[src/rtl/apu_sfx_scheduler.sv]
// Sound-effect scheduler: latches game-event requests, grants them by fixed
// priority and times each effect and the silent gap that follows it in video frames.
module apu_sfx_scheduler #(
    parameter int NUM_REQ       = 4,
    parameter int EFFECT_FRAMES = 24,
    parameter int GAP_FRAMES    = 2,
    parameter int PREEMPT       = 1
) (
    input  logic               clk,
    input  logic               rst_n,
    input  logic               frame_tick,
    input  logic [NUM_REQ-1:0] req,
    input  logic               bgm_enable,
    output logic               sfx_active,
    output logic [1:0]         sfx_code,
    output logic [4:0]         sfx_frame,
    output logic [NUM_REQ-1:0] req_ack,
    output logic [NUM_REQ-1:0] pending,
    output logic               bgm_on
);

    if (NUM_REQ < 1 || NUM_REQ > 4 || EFFECT_FRAMES < 1 || EFFECT_FRAMES > 32 ||
        GAP_FRAMES < 0 || GAP_FRAMES > 7 || PREEMPT < 0 || PREEMPT > 1) begin : g_param_err
        $error("apu_sfx_scheduler: parameter out of legal range");
    end

    localparam logic [4:0] FRAME_LAST = 5'(EFFECT_FRAMES - 1);
    localparam logic [2:0] GAP_LAST   = (GAP_FRAMES > 0) ? 3'(GAP_FRAMES - 1) : 3'd0;
    localparam bit         HAS_GAP    = (GAP_FRAMES > 0);
    localparam bit         CAN_PREEMPT = (PREEMPT != 0);

    typedef enum logic [1:0] {S_IDLE, S_PLAY, S_GAP} state_t;

    state_t             state;
    logic [2:0]         gap_cnt;
    logic [1:0]         winner;
    logic               any_pend;
    logic               preempt_hit;
    logic               do_grant;
    logic [NUM_REQ-1:0] grant_vec;

    // Lowest set index wins; scanning downward leaves the lowest one last.
    always_comb begin
        winner = 2'd0;
        for (int i = NUM_REQ - 1; i >= 0; i--) begin
            if (pending[i]) winner = 2'(i);
        end
    end

    assign any_pend    = |pending;
    assign preempt_hit = CAN_PREEMPT && (state == S_PLAY) && any_pend && (winner < sfx_code);
    assign do_grant    = ((state == S_IDLE) && any_pend) || preempt_hit;

    always_comb begin
        grant_vec = '0;
        for (int i = 0; i < NUM_REQ; i++) begin
            grant_vec[i] = do_grant && (winner == 2'(i));
        end
    end

    // A request arriving on its own grant edge is absorbed by that grant.
    always_ff @(posedge clk) begin
        if (!rst_n) pending <= '0;
        else        pending <= (pending | req) & ~grant_vec;
    end

    always_ff @(posedge clk) begin
        if (!rst_n) begin
            state      <= S_IDLE;
            sfx_active <= 1'b0;
            sfx_code   <= 2'd0;
            sfx_frame  <= 5'd0;
            req_ack    <= '0;
            gap_cnt    <= 3'd0;
            bgm_on     <= 1'b0;
        end else begin
            req_ack <= grant_vec;
            bgm_on  <= bgm_enable && (state == S_IDLE);
            if (do_grant) begin
                // Grant (or preemptive re-grant) always restarts the envelope.
                state      <= S_PLAY;
                sfx_active <= 1'b1;
                sfx_code   <= winner;
                sfx_frame  <= 5'd0;
            end else begin
                case (state)
                    S_PLAY: begin
                        if (frame_tick) begin
                            if (sfx_frame == FRAME_LAST) begin
                                sfx_active <= 1'b0;
                                sfx_frame  <= 5'd0;
                                gap_cnt    <= 3'd0;
                                state      <= HAS_GAP ? S_GAP : S_IDLE;
                            end else begin
                                sfx_frame <= sfx_frame + 5'd1;
                            end
                        end
                    end
                    S_GAP: begin
                        if (frame_tick) begin
                            if (gap_cnt == GAP_LAST) state <= S_IDLE;
                            else                     gap_cnt <= gap_cnt + 3'd1;
                        end
                    end
                    default: ;
                endcase
            end
        end
    end

endmodule

[config.mk]
export PLATFORM = sky130hd
export DESIGN_NAME = apu_sfx_scheduler
export DESIGN_NICKNAME = d
export VERILOG_FILES = /design/src/rtl/apu_sfx_scheduler.sv
export SDC_FILE = /design/constraint.sdc
export NUM_CORES = 1
export LEC_CHECK = 0
export ABC_AREA = 0
export BUFFER_PORTS_ARGS = -buffer_cell sky130_fd_sc_hd__buf_2
export CORE_MARGIN = 4
export CORE_UTILIZATION = 43
export CTS_BUF_LIST = sky130_fd_sc_hd__clkbuf_2
export CTS_CLUSTER_DIAMETER = 60
export DETAILED_ROUTE_END_ITERATION = 8
export PLACE_DENSITY = 0.76
export SLEW_MARGIN = 5
export SYNTH_ARGS = -nofsm -noshare
export SYNTH_HDL_FRONTEND = slang
export SYNTH_SLANG_ARGS = --single-unit
[constraint.sdc]
create_clock -name clk -period 5.45 [get_ports clk]
set_clock_uncertainty 0.15 [all_clocks]
set_input_delay 1.09 -clock clk [delete_from_list [all_inputs] [get_ports clk]]
set_output_delay 1.09 -clock clk [all_outputs]
set_load 0.02 [all_outputs]
### Word level (Yosys, flattened, before mapping)

Index checks and enable logic that the tools add are counted.
W data, S select, Z words.

* order comparisons: 1
* add/sub/neg operators: 2
* mux-type cells: 20
* equal/unequal tests: 16
* reduce and logical (&&, ||, !) cells: 23
* bitwise operators: 5

Operators with widths (number)
* $mux W2: 8
* $mux W3: 4
* $reduce_and A5 Y1: 2
* $ne A3 B3 Y1 const B: 3
* $logic_and A1 B1 Y1: 8
* $ne A2 B2 Y1 const B: 4
* $reduce_bool A2 Y1: 4
* $eq A2 B2 Y1 const B: 3
* $pmux W3 S2: 1
* $reduce_and A6 Y1: 1
* $add A5 B1 Y5 const B: 1
* $eq A5 B5 Y1 const B: 1
* $mux W1: 5
* $mux W5: 1
* $and A4 B4 Y4: 1
* $eq A2 B1 Y1 const B: 2
* $logic_not A2 Y1: 2
* $not A4 Y4: 1
* $or A4 B4 Y4: 1
* $pmux W2 S2: 1
* $reduce_or A4 Y1: 1
* $add A3 B1 Y3 const B: 1
* $eq A3 B1 Y1 const B: 1
* $ne A3 B2 Y1 const B: 1
* 8 further kinds: 9

* register bits after elaboration: 22
* output and inout bits: 17
* bits of input ports: 8
* word-level logic and storage cells: 76

### Logic depth before layout (Yosys ltp)

* depth in word-level cells: 10
* mapped depth: 8
* mapped depth without buffers: 7

### Worst setup path before layout

OpenSTA, ideal clock, no wires.

* path type: input to register
* start point: in frame_tick
* end point: reg sfx_frame[3]
* cell stages on the path: 3
* required time: 5.229 ns
* setup time: 0.071 ns
* path buffers: 0
* data arrival time: 1.850 ns
* setup slack: 3.379 ns
* cells stage by stage: nand3b_1 or4_1 a21oi_1

* cells in the longest elaborated chain, start to end: 1

Ends and longest elaborated chain
* start, declared: RTL line 11 `input logic frame_tick,`
* $reduce_and A2 Y1 (no line)
* end signal, assigned: RTL line 95 `sfx_frame <= sfx_frame + 5'd1;`
* end, declared: RTL line 16 `output logic [4:0] sfx_frame,`

Every way passes these cells.
A chain may end at the register's enable or synchronous reset.

### Final worst setup path

* start point: reg pending[1]
* end point: out pending[1]

RTL lines
* start, declared: RTL line 18 `output logic [NUM_REQ-1:0] pending,`
* start signal, assigned: RTL line 64 `else pending <= (pending | req) & ~grant_vec;`

No word-level cell between the ends.

==> results.toml <==
[run_status]
outcome = "complete, no violations"

[power]
comb_power_share_pct = 39.3
peakVddDrop_mv = 0.1787
seq_power_share_pct = 46.4
clkPwrFrac_pct = 14.4
switching_share_pct = 39.15
internal_power_mw = 0.2639
powerDensity_nw_per_um2 = 358.0
p_leak_nw = 0.5162
p_total_mw = 0.4337
p_switching_mw = 0.1698

[timing]
setup_viol = 0
tns_ps = 0
finalMaxSlewViolations = 0
post-route-period-util_pct = 42.53
tightestPinTransition_ps = 531.6
timing.final.ws_setup_ps = 3132
max_freq_mhz = 431.5
period_needed_ps = 2318
maxSlewHeadroom_pct = 64.56
hold_violations = 0
rsz0062_at_grt = "no"

[synth]
async_reset_ff_share_pct = 0
synth_seq_cells = 22
synth_flop_cell = "dfxtp_1"
syn_area_um2 = 1065
synth_top_area_cell = "dfxtp_1"
yosysUniqueCellTypes = 37
synthCells = 115
netlist.area_leader.share_pct = 41.36
synth_warnings = 0
syn_nets = 127
ys_seq_area_share_pct = 41.36
ys_top_cells_by_area = "dfxtp_1, ha_1, o21ai_0, inv_1, a21oi_1"
synth-edff-count = 0
synth.avg_cell_area_um2 = 9.259

[final_layout]
fin_util_pct = 53.22
antenna_cells = 0
drive_gt1_share_pct = 26.81
synthToLayoutAreaGrowth_pct = 13.75
regArea_um2 = 440.4
nets = 152
multi_input_area_um2 = 559.3
nFillCells = 221

[clocking]
cts-buffers-inserted = 3
numClockSinks = 22
cts.hold.buffers_added = 0
clock_latency_ps = 320
clock-root-buffer = "clkbuf_2"
cts.repair.resized = 0
postCtsSetupRepairBufs = 0
h-tree-depth = 1
clockBufferDepth = 2
cts_tree = "built"
path_clk_slew_ps = 190

[setup_path]
cpPeakStageDelay_ps = 540
cp.arrival_ps = 1080
worst_setup_path_start_kind = "flop"
cp_num_buf_inv = 1
worstSetupPathType = "flop to output pin"
critPathTopFamily = "flip-flops"
worst-path-max-fanout = 9
endpoint_kind = "output pin"
crit_slowest_cell = "dfxtp_1"
critPathRequiredTime_ps = 4210
crit_path_cell_trace = "buf_2"

[grt]
grt-ovfl-total = 0
antenna_found_initial = 0
gr-usage-met2_pct = 24.19
use_met3_pct = 2.227
grt_start_max_net_pins = 20
grt-busiest-layer = "met2"
grt_pass1_wl_um = 3629
met1_usage_pct = 16.10
grt_pass1_vias = 866
grtUsageTotal_pct = 13.39

[place]
place_congestion = 0.7590
pre_cts_ws_ps = 3131
hpwlAfterDp_um = 1689
port_buffers = 24

[route]
wire_per_inst_um = 13.25
drtIter0Drc = 26
drtAntennaViolNets = 0
viasPerCell = 5.506
num_vias = 914
drc = 0
wirelength_um = 2200
dr.pass1.iters = 4

[run]
maxCapViolCount = 0

[floorplanning]
dieArea_um2 = 3336
die_w_um = 57.76
pin_count = 25
row_count = 17
start_util_pct = 46.78
core_um2 = 2276
die_h_um = 57.76

[min_path]
hp-class = "flop to flop"
flip-flops by register name, indices dropped and copies added, names as in the netlist:
signal,cells
req_ack,4
pending,4
sfx_code,2
bgm_on,1
sfx_frame,5
state,2
gap_cnt,3
sfx_active,1
final timing paths:
check | start | endpoint | slack, ps | cells after the start
hold / removal | sfx_code[1] | sfx_code[1] | 340 | 2
hold reg to reg | sfx_code[1] | sfx_code[1] | 340 | 2
setup / recovery | pending[1] | pending[1] | 3130 | 1
setup reg to reg | pending[1] | req_ack[0] | 3150 | 7
power groups by stage:
| stage | Combinational [mW] | Sequential [mW] | Clock [mW] |
|---|---|---|---|
| detailed placement | 0.172 | 0.205 | 0 |
| finish | 0.170 | 0.201 | 0.0622 |
| global route | 0.183 | 0.205 | 0.0688 |
| global placement | 0.167 | 0.204 | 0 |
| floorplan | 0.117 | 0.225 | 0 |
| CTS | 0.173 | 0.201 | 0.0646 |
cell usage in the layout (no fill, tap or decap), types with 2 or more instances in the layout:
cell type and instances:
nor3_1 3, clkbuf_2 3, or4_1 2, a31oi_1 4
nor2b_1 3, o21ai_0 9, inv_1 11, ha_1 4
nand3b_1 2, o21a_1 2, buf_2 24, mux2i_1 2
a21oi_1 8, nor2_1 7, dfxtp_1 22, nand2_1 9
nor4_1 3, and3_1 2
cells by family after synthesis:
kind of cell    count (synthesis)  synth area share [%]
simple gates                   40                 21.62
flops                          22                 41.36
mux                             2                 1.880
xor+xnor                        1                0.8227
compound gates                 31                 23.50
fa+ha+maj                       4                 4.701
buf+inv                        15                 6.110
layer usage:
metal	vias up	wire (um)
met5	-	0
met1	425	992
met2	25	1074
met4	0	16
met3	3	117
li1	461	-
cell type report:
type / count / share of cell area (%)
Tap cell: 28 / 2.893
Sequential cell: 22 / 36.36
Timing Repair Buffer: 24 / 9.917
Clock buffer: 3 / 1.240
Inverter: 11 / 3.409
Multi-Input combinational cell: 78 / 46.18
cell usage after synthesis (3+ instances only):
cell / n
nor2b_1: 3
nor2_1: 7
nor4_1: 3
a21oi_1: 8
nand2_1: 9
o21ai_0: 9
inv_1: 11
dfxtp_1: 22
a31oi_1: 4
nor3_1: 3
ha_1: 4
stage by stage:
| step | area [um2] | std cells | hold slack [ps] |
|---|---|---|---|
| 6_report | 1211 | 166 | 339.6 |
| 5_1_grt | 1211 | 166 | 354.1 |
| 4_1_cts | 1211 | 166 | 342.1 |
| 3_5_place_dp | 1196 | 163 | 312.9 |
| 3_3_place_gp | 1196 | 163 | 311.7 |
| 2_1_floorplan | 1065 | 115 | 345.6 |
(Power assumes the default switching activity.)
